$ cat config.mk
export PLATFORM = sky130hd
export DESIGN_NAME = imem_loader
export DESIGN_NICKNAME = d
export VERILOG_FILES = /design/src/rtl/imem_loader.sv
export SDC_FILE = /design/constraint.sdc
export NUM_CORES = 1
export LEC_CHECK = 0
export BUFFER_PORTS_ARGS = -buffer_cell sky130_fd_sc_hd__buf_2
export CORE_MARGIN = 10
export CORE_UTILIZATION = 57
export DETAILED_ROUTE_END_ITERATION = 12
export PLACE_DENSITY = 0.84
export SYNTH_ARGS = -nofsm -noshare
export SYNTH_HDL_FRONTEND = slang
export SYNTH_SLANG_ARGS = --single-unit
$ cat constraint.sdc
create_clock -name clk -period 5.43 [get_ports clk]
set_input_delay 1.3575 -clock clk [delete_from_list [all_inputs] [get_ports clk]]
set_output_delay 1.3575 -clock clk [all_outputs]
set_load 0.01 [all_outputs]
$ cat src/rtl/imem_loader.sv
// ============================================================================
// Module      : imem_loader
// Description : Packs a big-endian byte stream into 32-bit instruction-memory
//               writes and holds the CPU in reset until the load completes.
// Revision    : 1.0 - initial release
// ============================================================================
`default_nettype none

module imem_loader #(
  parameter logic [31:0] BASE_ADDR = 32'h00003000,
  parameter int          IDX_W     = 12
) (
  input  logic             clk,
  input  logic             reset,
  input  logic             start,
  input  logic             byte_valid,
  input  logic [7:0]       byte_data,
  input  logic             byte_last,
  output logic             byte_ready,
  output logic             imem_we,
  output logic [31:0]      imem_addr,
  output logic [31:0]      imem_wdata,
  output logic             cpu_reset_hold,
  output logic             busy,
  output logic             done,
  output logic             error,
  output logic [IDX_W:0]   word_count
);

  typedef enum logic [1:0] {
    ST_IDLE = 2'd0,
    ST_LOAD = 2'd1,
    ST_DONE = 2'd2,
    ST_ERR  = 2'd3
  } state_t;

  localparam logic [IDX_W:0] c_capacity = {1'b1, {IDX_W{1'b0}}};

  state_t      r_state;
  state_t      w_next;
  logic [1:0]  r_byte_idx;
  logic [31:0] r_pack;

  logic        w_accept;
  logic        w_complete;
  logic        w_full;
  logic        w_restart;
  logic [31:0] w_word;
  logic [31:0] w_addr;

  assign byte_ready = (r_state == ST_LOAD);
  assign w_accept   = byte_valid && byte_ready;
  assign w_complete = w_accept && ((r_byte_idx == 2'd3) || byte_last);
  assign w_full     = (word_count == c_capacity);
  assign w_restart  = start && (r_state != ST_LOAD);

  // Shift of 8*(3-idx) places the byte big-endian; ~idx equals 3-idx on 2 bits.
  assign w_word = r_pack | ({24'h0, byte_data} << {~r_byte_idx, 3'b000});
  assign w_addr = BASE_ADDR + {{(30 - IDX_W){1'b0}}, word_count[IDX_W-1:0], 2'b00};

  always_ff @(posedge clk) begin
    if (reset) begin
      r_state <= ST_IDLE;
    end else begin
      r_state <= w_next;
    end
  end

  always_comb begin
    w_next = r_state;
    case (r_state)
      ST_IDLE: if (start) w_next = ST_LOAD;
      ST_LOAD: begin
        if (w_complete) begin
          if (w_full)         w_next = ST_ERR;
          else if (byte_last) w_next = ST_DONE;
        end
      end
      ST_DONE: if (start) w_next = ST_LOAD;
      ST_ERR:  if (start) w_next = ST_LOAD;
      default: w_next = ST_IDLE;
    endcase
  end

  always_ff @(posedge clk) begin
    if (reset) begin
      r_byte_idx     <= 2'd0;
      r_pack         <= 32'h0;
      word_count     <= '0;
      imem_we        <= 1'b0;
      imem_addr      <= BASE_ADDR;
      imem_wdata     <= 32'h0;
      cpu_reset_hold <= 1'b1;
      busy           <= 1'b0;
      done           <= 1'b0;
      error          <= 1'b0;
    end else begin
      imem_we        <= 1'b0;
      busy           <= (w_next == ST_LOAD);
      done           <= (w_next == ST_DONE);
      error          <= (w_next == ST_ERR);
      cpu_reset_hold <= (w_next != ST_DONE);
      if (w_restart) begin
        word_count <= '0;
        r_byte_idx <= 2'd0;
        r_pack     <= 32'h0;
      end else if (w_accept) begin
        if (w_complete) begin
          r_byte_idx <= 2'd0;
          r_pack     <= 32'h0;
          // A full memory drops the word; the FSM moves to ERR on this edge.
          if (!w_full) begin
            imem_we    <= 1'b1;
            imem_addr  <= w_addr;
            imem_wdata <= w_word;
            word_count <= word_count + 1'b1;
          end
        end else begin
          r_byte_idx <= r_byte_idx + 2'd1;
          r_pack     <= w_word;
        end
      end
    end
  end

endmodule

`default_nettype wire

==> metrics.md <==
| Metric | Value |
|---|---|
| DRT Wirelength | 10.0 mm |
| Global route total overflow | 0 |
| Number of setup buffers added after CTS | 0 |
| Area taken by multi-input logic gates | 0.00175 mm^2 |
| DRT Pass-1 Iters | 5 |
| Clock Tree Buf Depth | 2 |
| PostCTS Resize Cnt | 0 |
| Buffers & Inverters on Critical Path | 2 |
| TritonCTS Buffers | 9 |
| Power Total | 1.32 mW |
| CP endpoint kind | flop |
| CP cell instances | buf_2 > and3b_1 > o21ai_2 > nor2_2 > buf_4 > a211oi_1 |
| Most Used Layer, Global Route | met2 |
| Mapped Cells | 471 |
| Worst-skew pair later-pin latency | 0.35 ns |
| Nets | 524 |
| Leading area contributor after synthesis | dfxtp_1 |
| Slew Limit Fails | 0 |
| Slowest cell on crit path | nor2_2 |
| Fmax achieved | 331 MHz |
| Die Height | 105 um |
| Sequential cell area fraction in the yosys report | 0.483 |
| CTS tree | done |
| CORE AREA | 0.00691 mm^2 |
| Syn_area_per_cell | 8.71 um^2 |
| Slew @ Worst Pin | 1.12 ns |
| Most common flop cell mapped by yosys | dfxtp_1 |
| Lkg Pwr | 1.74 nW |
| Die area | 0.0110 mm^2 |
| DRC Markers | 0 |
| CP arrival | 3.22 ns |
| IO Pins | 96 |
| First-pass GRT wire length | 16.8 mm |
| Startpoint type of the worst setup path | input port |
| Worst hold slack | 0.475 ns |
| Starting DRC count in detailed routing | 328 |
| Core Rows | 30 |
| Hold Vio Cnt, Final | 0 |
| Vias per inst | 5.78 |
| DP Area | 0.00429 mm^2 |
| Die X | 105 um |
| CP required | 5.62 ns |
| Final setup fails | 0 |
| Power per cell area | 294 mW/mm^2 |
| Register bit count reported by yosys | 99 |
| Ys async rst share | 0 |
| Relative slew slack | 0.255 |
| Max-cap violation count | 0 |
| Max H-tree Level | 3 |
| Post-synth EDFFs | 0 |
| GR Util met1 | 0.233 |
| Antenna violations before repair | 0 |
| Clk slew on worst S/H paths | 0.09 ns |
| Number of global-route vias before repair | 3267 |
| Fin util | 0.650 |
| DR vias | 3508 |
| Fillers | 602 |
| Critical path's top delay family | simple AND/OR/NAND/NOR gates |
| Final antenna-violating net count | 0 |
| # hold bufs at CTS | 0 |
| # diodes | 0 |
| GPL Wtd Cong | 0.892 |
| Warnings, synthesis | 0 |
| Largest net degree at the start of global routing | 54 |
| Period utilization | 0.557 |
| VDD IR max | 0.000194 V |
| Register Area | 0.00198 mm^2 |
| Area delta synth->final | 9.40% |
| Initial Util | 0.594 |
| Slowest stage delay, CP | 0.63 ns |
| Met3 usage | 0.0559 |
| DR WL/cell | 16.5 um |
| Final Instance Area | 0.00449 mm^2 |
| Share of cells above drive strength 1 | 0.200 |
| HP Class | reg -> reg |
| Status | complete, no violations |
| Dpl hpwl | 6.97 mm |
| Final setup TNS | 0 ns |
| Final critical-path required period | 3.02 ns |
| GRT met2 Usage | 0.279 |
| Crit path max fanout | 20 |
| Root buf cell | clkbuf_8 |
| Crit Path Class | in -> reg |
| Mapped Area | 0.00410 mm^2 |
| Top cell type's share of synthesized area | 0.483 |
| Clk sink count | 99 |
| Library cells used by synthesis | 44 |
| Synth top area cells | dfxtp_1 (48%), a21oi_1 (13%), a211oi_1 (6.0%) |
| IO buf count | 76 |
| Clk_skew | 0.0122 ns |
| Total global-route track usage | 0.181 |
| RSZ-0062 raised after global routing | false |
-- synth_stat cells, drive strengths merged, types with 4 or more instances --
library cell / count
ha: 5
o21ai: 15
nor2b: 6
nand2: 8
a31oi: 9
nand4: 6
xnor2: 5
o31ai: 6
a211oi: 33
clkbuf: 26
dfxtp: 99
buf: 47
nor4: 4
nand3: 13
nor3: 4
a21oi: 109
inv: 7
or4: 5
nor2: 45
-- per-layer routing --
metal  part of all wire  up-vias  wire, um
li1                   -     1713         -
met1               0.44     1627      4370
met4              0.013        0       131
met3              0.081       13       810
met5                  0        -         0
met2               0.47      155      4720
-- cell families (layout without fill, tap and decap cells) --
| family | count (synthesis) | in the layout | synth area share |
|---|---|---|---|
| AOI/OAI and AO/OA | 176 | 176 | 0.246 |
| and+or+nand+nor | 104 | 104 | 0.135 |
| DFF | 99 | 99 | 0.483 |
| buffers and inverters | 80 | 102 | 0.106 |
| adders and majority gates | 5 | 5 | 0.0153 |
| xor gates and xnor gates | 5 | 5 | 0.0107 |
| other | 1 | 19 | 0.000914 |
| muxes | 1 | 1 | 0.00244 |
-- sequential cells by signal, summed over array words and instances (netlist names), named ones only --
signal,count
busy,1
cpu_reset_hold,1
done,1
error,1
imem_addr,13
imem_wdata,32
imem_we,1
r_byte_idx,2
r_pack,32
r_state,1
word_count,13
-- layout by cell type, fill, tap and decap left out, types with 2 or more instances in the layout --
cell and instances:
a21oi_1 109, dfxtp_1 99, buf_2 76, nor2_1 43, a211oi_1 33, conb_1 19
nand3_1 13, o21ai_1 10, a31oi_1 9, clkbuf_8 9, nand2_1 8, inv_1 7
nor2b_1 6, o31ai_1 6, nand4_1 5, or4_1 5, xnor2_1 5, ha_1 5
o21ai_0 4, nor3_1 4, nor4_1 3, clkinv_4 3, buf_4 3, and2_1 2
and3_1 2, nor2_2 2, or3_1 2
-- per-stage QoR --
| step | std cells | setup WS, ns |
|---|---|---|
| 4_1_cts | 607 | 2.44 |
| 5_1_grt | 607 | 2.20 |
| 3_5_place_dp | 591 | 2.06 |
| 2_1_floorplan | 489 | 2.91 |
| 3_3_place_gp | 591 | 2.11 |
| 6_report | 607 | 2.41 |
-- layout make-up --
cell class                 count  area share
sequential                    99       0.442
clock buffer                   9      0.0276
timing repair buffer          79      0.0898
inverter                       7     0.00586
multi-input combinational    310       0.391
clock inverter                 7      0.0173
tap                           96      0.0268
-- worst register-to-register path: stages (launching register included) --
cell,delay (ns)
dfxtp_1,0.49
ha_1,0.32
o21ai_2,0.56
nand2_1,0.84
a21oi_1,0.33
-- report_power, final --
part	switching, mW	internal, mW	leakage [nW]	total (mW)
Clock	0.253	0.216	0.0998	0.470
Combinational	0.0687	0.0307	0.841	0.0994
Sequential	0.0100	0.740	0.801	0.750
-- worst paths after layout --
| path | slack (ns) | endpoint | cells past startpoint | startpoint |
|---|---|---|---|---|
| max | 2.41 | imem_addr[14] | 6 | byte_valid |
| min | 0.47 | r_pack[25] | 2 | r_pack[25] |
| max reg2reg | 2.80 | r_byte_idx[1] | 4 | r_byte_idx[1] |
| min reg2reg | 0.47 | r_pack[25] | 2 | r_pack[25] |
Power figures use the tool's default switching activity.
